==> config.mk <==
export PLATFORM = sky130hd
export DESIGN_NAME = cell_load_sequencer
export DESIGN_NICKNAME = d
export VERILOG_FILES = /design/src/rtl/cell_load_sequencer.sv
export SDC_FILE = /design/constraint.sdc
export NUM_CORES = 1
export LEC_CHECK = 0
export BUFFER_PORTS_ARGS = -buffer_cell sky130_fd_sc_hd__buf_4
export CAP_MARGIN = 30
export CORE_AREA = 2 2 242 244
export DETAILED_ROUTE_END_ITERATION = 10
export DIE_AREA = 0 0 244 246
export PLACE_DENSITY = 0.65
export SLEW_MARGIN = 15
export SYNTH_ARGS = -nofsm -noshare
export SYNTH_HDL_FRONTEND = slang
export SYNTH_SLANG_ARGS = --single-unit
==> constraint.sdc <==
create_clock -name clk -period 5.6 [get_ports clk]
set_clock_uncertainty 0.05 [all_clocks]
set_input_delay 0.28 -clock clk [delete_from_list [all_inputs] [get_ports clk]]
set_output_delay 0.28 -clock clk [all_outputs]
set_load 0.01 [all_outputs]
==> src/rtl/cell_load_sequencer.sv <==
// rtl/cell_load_sequencer.sv - packs pixel pairs into 3x3 cells and sequences CellProcessor results
// One cell at a time: load 9 beats, hold for the processing latency, hand the result downstream.
module cell_load_sequencer #(
  parameter int PIXEL_W      = 24,
  parameter int CELL_PIXELS  = 9,
  parameter int CELL_W       = PIXEL_W * CELL_PIXELS,
  parameter int PROC_LATENCY = 4,
  parameter int NUM_CELLS    = 16,
  parameter int OPCODE_W     = 4,
  parameter int CNT_W        = 16
) (
  input  logic                clk,
  input  logic                rst,
  input  logic                start,
  input  logic                abort,
  input  logic [OPCODE_W-1:0] cfg_opcode,
  input  logic [PIXEL_W-1:0]  cfg_user_input,
  input  logic                pix_valid,
  output logic                pix_ready,
  input  logic [31:0]         pix_a,
  input  logic [31:0]         pix_b,
  output logic [CELL_W-1:0]   cell_a,
  output logic [CELL_W-1:0]   cell_b,
  output logic [OPCODE_W-1:0] opcode,
  output logic [PIXEL_W-1:0]  user_input_a,
  input  logic [PIXEL_W-1:0]  proc_pixel,
  output logic                res_valid,
  input  logic                res_ready,
  output logic [PIXEL_W-1:0]  res_pixel,
  output logic [CNT_W-1:0]    res_index,
  output logic                busy,
  output logic                done
);

  localparam int SLOT_W = (CELL_PIXELS > 1) ? $clog2(CELL_PIXELS) : 1;
  localparam int WAIT_W = (PROC_LATENCY > 1) ? $clog2(PROC_LATENCY) : 1;

  typedef enum logic [2:0] {
    S_IDLE,
    S_LOAD,
    S_WAIT,
    S_RESULT,
    S_DONE
  } state_t;

  state_t              state;
  logic [SLOT_W-1:0]   slot;
  logic [WAIT_W-1:0]   wait_cnt;
  logic [CNT_W-1:0]    cell_cnt;

  // The alpha byte of each incoming word is deliberately dropped.
  logic unused_alpha;
  assign unused_alpha = ^{pix_a[31:PIXEL_W], pix_b[31:PIXEL_W]};

  assign pix_ready = (state == S_LOAD);

  always_ff @(posedge clk) begin
    if (!rst) begin
      state        <= S_IDLE;
      slot         <= '0;
      wait_cnt     <= '0;
      cell_cnt     <= '0;
      cell_a       <= '0;
      cell_b       <= '0;
      opcode       <= '0;
      user_input_a <= '0;
      res_pixel    <= '0;
      res_index    <= '0;
      res_valid    <= 1'b0;
      busy         <= 1'b0;
      done         <= 1'b0;
    end else begin
      done <= 1'b0;
      if (abort && state != S_IDLE) begin
        state     <= S_IDLE;
        res_valid <= 1'b0;
        busy      <= 1'b0;
      end else begin
        case (state)
          S_IDLE: begin
            if (start) begin
              opcode       <= cfg_opcode;
              user_input_a <= cfg_user_input;
              slot         <= '0;
              cell_cnt     <= '0;
              busy         <= 1'b1;
              state        <= S_LOAD;
            end
          end
          S_LOAD: begin
            // Slots are overwritten in place, so stale data from the previous cell never leaks.
            if (pix_valid) begin
              cell_a[int'(slot)*PIXEL_W +: PIXEL_W] <= pix_a[PIXEL_W-1:0];
              cell_b[int'(slot)*PIXEL_W +: PIXEL_W] <= pix_b[PIXEL_W-1:0];
              if (slot == SLOT_W'(CELL_PIXELS - 1)) begin
                slot     <= '0;
                wait_cnt <= WAIT_W'(PROC_LATENCY - 1);
                state    <= S_WAIT;
              end else begin
                slot <= slot + SLOT_W'(1);
              end
            end
          end
          S_WAIT: begin
            if (wait_cnt == '0) begin
              res_pixel <= proc_pixel;
              res_index <= cell_cnt;
              res_valid <= 1'b1;
              state     <= S_RESULT;
            end else begin
              wait_cnt <= wait_cnt - WAIT_W'(1);
            end
          end
          S_RESULT: begin
            if (res_ready) begin
              res_valid <= 1'b0;
              cell_cnt  <= cell_cnt + CNT_W'(1);
              if (cell_cnt == CNT_W'(NUM_CELLS - 1)) begin
                done  <= 1'b1;
                state <= S_DONE;
              end else begin
                slot  <= '0;
                state <= S_LOAD;
              end
            end
          end
          S_DONE: begin
            busy  <= 1'b0;
            state <= S_IDLE;
          end
          default: begin
            busy  <= 1'b0;
            state <= S_IDLE;
          end
        endcase
      end
    end
  end

endmodule

# == Word level (Yosys, flattened, before mapping) ==
# Cells that the tools add are included.
# classes
addsub,4
multipliers,1
eq_ne,12
shift,3
mux,28
bitwise_logic,5
reduce_logical,20
# ops
operator,n
bitwise mux 216 bit,2
indexed part select 24 x 33 -> 216 bit,2
"variable shift 24 x 33 -> 216 bit, first input constant",1
negator 9 -> 33 bit,1
two-way mux 16 bit,2
one-hot mux 16 bit (2 select lines),1
two-way mux 4 bit,5
two-way mux 3 bit,6
"adder 16 x 1 -> 16 bit, second input constant",1
"== test 16 x 4 -> 1 bit, second input constant",1
"inequality test 2 bit, second input constant",6
one-hot mux 3 bit (4 select lines),1
one-hot mux 4 bit (3 select lines),1
AND reduction 3 bit,4
AND reduction 5 bit,2
"== test 3 x 2 -> 1 bit, second input constant",2
"multiplier 4 x 2 -> 6 bit, second input constant",1
two-way mux 2 bit,3
AND reduction 6 bit,1
nonzero test 2 bit,3
nonzero test 3 bit,2
inverter 1 bit,5
"adder 4 x 1 -> 4 bit, second input constant",1
"== test 4 bit, second input constant",1
other kinds (14),18
# totals
ff_bits,528
inputBits,122
output_inout_bits,504
elab_cells,86

# == Logic depth before layout (Yosys ltp) ==
# depth
word_depth,4
ltp_mapped,17
mapped_depth_nobuf,13

# == Worst setup path before layout ==
# Ideal clock, no wire load.
# synth_timing
path_kind,reg-to-reg
startpoint,register slot[2]
endpoint,register cell_a[167]
setup_time_ns,0.072
t_arrival_ns,4.276
t_required_ns,5.478
setup_slack_ns,1.202
stages_incl_launch_ff,16
n_path_buf,3
synth_period_minus_slack_ns,4.398
cell_sequence,dfxtp_1 > clkbuf_1 > inv_1 > fa_1 > nor3b_1 > and2_1 > nor2b_1 > ha_1 > nor2b_1 > nand4_1 > clkbuf_1 > nor2_1 > o21ai_0 > nor2_2 > buf_2 > mux2i_1
# synth_between
elab_chain_len,4
elab_cells_between_ends,5
cone_classes,1 x add/sub; 1 x mul; 2 x shift; 1 x mux
# synth_rtl
item,line_no,source
start: declaration,47,logic [SLOT_W-1:0] slot;
start signal: assignment,100,slot <= slot + SLOT_W'(1);
multiplier 4 x 2 -> 6 bit *,93,cell_a[int'(slot)*PIXEL_W +: PIXEL_W] <= pix_a[PIXEL_W-1:0];
negator 9 -> 33 bit *,93,
indexed part select 24 x 33 -> 216 bit or variable shift 24 x 33 -> 216 bit (tied branches),93,
bitwise mux 216 bit *,93,
end signal: indexed assignment,93,
end: declaration,22,"output logic [CELL_W-1:0] cell_a,"
# Every way passes the cells marked *; elsewhere a longest branch is shown, timed or not.
# A chain may end at the register's enable or synchronous reset.

# == Worst setup path in the final report ==
# layout_timing
startpoint,register slot[0]
endpoint,register cell_b[151]
# layout_between
elab_chain_len,4
elab_cells_between_ends,5
cone_classes,1 x add/sub; 1 x mul; 2 x shift; 1 x mux
# layout_rtl
item,line_no,source
multiplier 4 x 2 -> 6 bit *,94,cell_b[int'(slot)*PIXEL_W +: PIXEL_W] <= pix_b[PIXEL_W-1:0];
negator 9 -> 33 bit *,94,
indexed part select 24 x 33 -> 216 bit or variable shift 24 x 33 -> 216 bit (tied branches),94,
bitwise mux 216 bit *,94,
end signal: indexed assignment,94,
end: declaration,23,"output logic [CELL_W-1:0] cell_b,"
# Marks and branches as above.

==> parameters.txt <==
Parameter                              Value

Status
  Result of the run    completed

Route
  Detailed-router iteration count before antenna repair    6
  Post-detailed-route count of antenna-violating nets    0
  Vias/cell    5.61
  Routed wire length    91.3 mm
  1st-iter DRT viols    1874
  Post-route DRC    0
  Vias    22000
  Average detailed-routed wire length per instance    23.3 um

Timing
  Final worst-path setup slack    891 ps
  Maximum clock frequency    212 MHz
  Number of failing setup endpoints in the final timing report    0
  Final Hold Vio Count    0
  Post-layout minimum cycle time    4710 ps
  Slew at the pin closest to its max-slew limit    1030 ps
  Final worst hold slack    34.6 ps
  Final clock period utilization by the worst path    84.1%
  Setup Total Neg Slack    0 ps
  Number of max-slew violations in the final report    0
  Setup repair after global routing missed its margin    false
  Max-slew headroom at the worst pin    29.1%

Global route
  Combined global-route utilization of all metal layers    28.9%
  Global-route wire length before repair    134 mm
  Pin count of the biggest net entering global routing    132
  Via count of the first global-routing pass    21400
  Remaining global-route overflow    0
  Initial antenna violation count    0

Place
  Final GP Congestion    0.957
  Port Buf Inserts    609
  Final HPWL from detailed placement    65.7 mm
  Post-Place Cells    3744
  Worst Setup Slack post-DPL    996 ps

Yosys
  Synthesized netlist net count    2652
  Share of the yosys chip area belonging to registers    48.0%
  Most used flip-flop cell after synthesis    dfxtp_1
  Unique masters post-synth    76
  Number of instances in the synthesized netlist    2520
  Seq cells post-synth    528
  Synth Cell Area    22000 um^2
  Warnings, synthesis    0
  Cells taking the most area after synthesis    dfxtp_1, mux2i_1, nand2_1, a21oi_1, o21ai_0
  Leading area contributor after synthesis    dfxtp_1
  Proportion of synthesized flip-flops having asynchronous set or reset    0%
  Area fraction of the dominant cell type after synthesis    48.0%
  Number of enable flip-flop cells after synthesis    0
  Mean area per synthesized cell    8.74 um^2

Power and ir drop
  Worst voltage drop across the vdd grid    0.215 mV
  Power per cell area    278 nW/um^2
  Internal power component    0.00628 W
  Part of the total power dissipated in sequential elements    45.4%
  Part of the total power dissipated in combinational logic    8.7%
  Overall power after layout    0.00837 W
  Total leakage power    12.4 nW
  Sw power    0.00209 W
  Clock share of power    45.9%
  Sw Share    25.0%

Die
  Initial Utilization    38.4%
  Std cell rows    88
  Floorplan die width    244 um
  Core region area    57400 um^2
  Chip Height    246 um
  IO Pins    626
  Die area    60000 um^2

Critical path
  Cell type of the slowest stage on the worst timing path    fa_1
  Slowest stage delay, CP    640 ps
  Capturing element type of the critical path    flip-flop
  Worst path cell trace    ha_1 -> inv_1 -> fa_1 -> nor3b_1 -> buf_4 -> and2_1 -> nor2b_1 -> ha_1 -> nor2b_1 -> nand4_1 -> or3_1 -> a21oi_1 -> a21o_1 -> o221a_1
  Required time of the critical path    6090 ps
  Largest driver fanout on the critical path    22
  Type of the worst setup path    flip-flop to flip-flop
  Data arrival time of the critical path    5200 ps
  Startpoint Class    flip-flop
  Cell family with most CP delay    simple AND/OR/NAND/NOR gates
  Buffers & Inverters on Critical Path    2

Min path
  Hold crit path type    input pin to flip-flop

Clock tree
  Buffers inserted during post-CTS setup optimization    0
  Post-CTS Resized    0
  TritonCTS clock tree    built
  Hold buffer count at CTS    74
  Clock tree buffer depth    3
  Number of sinks handled by clock tree synthesis    528
  # H-tree levels    2
  Clock Tree Root    clkbuf_16
  Clock insertion delay at the later pin of the skew report    600 ps
  Clock input transition at the sequential cells of the worst setup and hold paths    60 ps
  TritonCTS Buffers    56

Cells and area
  FILL cells    5259
  Final std cells w/o fill    3927
  Synthesis-to-layout area growth    36.7%
  Net count, final    3248
  Share of post-route cells with drive strength above 1    26.9%

Job
  # Max-Cap Violations    0
-- cell families (layout without fill, tap and decap cells) --
kind of cell / after synthesis / in the layout / share of synthesized area (%)
AO/OA/AOI/OAI: 770 / 770 / 21.6
XOR/XNOR: 17 / 17 / 0.744
adder cells (fa/ha/maj): 10 / 10 / 0.602
AND/OR/NAND/NOR: 708 / 708 / 13.9
multiplexers: 235 / 235 / 10.8
buffers and inverters: 252 / 893 / 4.42
other: 0 / 1 / 0
flip-flops: 528 / 528 / 48.0
-- stage by stage --
stage / area (um^2) / util, %
floorplan: 22000 / -
global placement: 27300 / 47.6
detailed placement: 27400 / 47.7
CTS: 30000 / 52.4
global route: 30100 / 52.5
finish: 30100 / 52.5
-- routing by layer --
| layer | vias up | share of wire [%] | global-route usage, % |
|---|---|---|---|
| met4 | 0 | 5.8 | 15.5 |
| met1 | 10600 | 40 | 35.3 |
| met3 | 249 | 7.8 | 6.73 |
| met5 | - | 0 | 0 |
| li1 | 10100 | - | - |
| met2 | 1056 | 46 | 47.5 |
-- final timing paths --
| kind | end | slack [ps] | depth (start not counted) | startpoint |
|---|---|---|---|---|
| setup / recovery | cell_b[151] | 890 | 14 | slot[0] |
| hold / removal | cell_b[104] | 30 | 3 | pix_b[0] |
| setup reg to reg | cell_b[151] | 890 | 14 | slot[0] |
| hold reg to reg | res_pixel[22] | 400 | 2 | res_pixel[22] |
-- cell usage after synthesis (5+ instances only) --
library cell	count
mux2i_1	217
nor2_2	5
nand4_1	8
a21o_1	7
buf_2	22
dfxtp_1	528
a2bb2oi_1	6
nand2b_1	11
xor2_1	9
or3_1	19
inv_1	26
mux2_2	17
ha_1	9
nand3_1	58
o31ai_1	33
o221a_1	10
a31oi_1	20
and3_1	10
clkbuf_1	185
nor2_1	116
nor3_1	30
o21ai_1	29
buf_1	18
a22oi_1	32
and2_1	7
o2bb2ai_1	16
o21ai_0	173
a211oi_1	31
a22o_1	31
a32oi_1	17
o21a_1	12
nand2_1	412
a21oi_1	299
o211ai_1	6
o221a_2	6
a21oi_2	5
nor2b_1	7
a32o_1	15
xnor2_1	6
-- sequential cells by signal, indices dropped and copies added (netlist names), 4 cells and up --
signal	count
cell_cnt	16
user_input_a	24
res_index	16
cell_b	216
opcode	4
res_pixel	24
cell_a	216
slot	4
-- worst reg2reg max path: stages (launching register included) --
cell and delay [ps]:
dfxtp_4 500, ha_1 240, inv_1 80, fa_1 640, nor3b_1 260, buf_4 180
and2_1 190, nor2b_1 160, ha_1 230, nor2b_1 270, nand4_1 360, or3_1 500
a21oi_1 170, a21o_1 500, o221a_1 320
-- area by class of cell --
type | instances | area (um^2) | area share (%)
Timing Repair Buffer | 763 | 5990 | 19.9
Clock inverter | 27 | 268 | 0.889
Inverter | 27 | 104 | 0.345
Sequential cell | 528 | 10600 | 35.1
Tap cell | 765 | 957 | 3.18
Antenna cell | 1 | 2.50 | 0.00831
Multi-Input combinational cell | 1740 | 10600 | 35.1
Clock buffer | 76 | 1650 | 5.47
-- power groups by stage --
stage               combinational (W)  sequential, W  clock [W]
detailed placement           0.000663        0.00388          0
global route                 0.000766        0.00380    0.00407
global placement             0.000647        0.00388          0
floorplan                    0.000356        0.00389          0
CTS                          0.000707        0.00380    0.00391
finish                       0.000729        0.00380    0.00384
-- placed cells by master, fill, tap and decap left out, drive strengths merged, types with 16 or more instances in the layout --
master	synthesis	routed
a22o	31	31
dlygate4sd3	0	74
dfxtp	528	528
inv	26	31
mux2	17	17
nor2	121	121
nand2	412	412
o221a	16	16
buf	40	689
a22oi	32	32
nor3	31	31
a211oi	32	32
mux2i	218	218
a21oi	304	304
o2bb2ai	16	16
a31oi	20	20
or3	19	19
a32oi	17	17
o31ai	33	33
clkbuf	185	76
nand3	58	58
o21ai	202	202
Note: power is estimated with default switching activity, not from simulation.
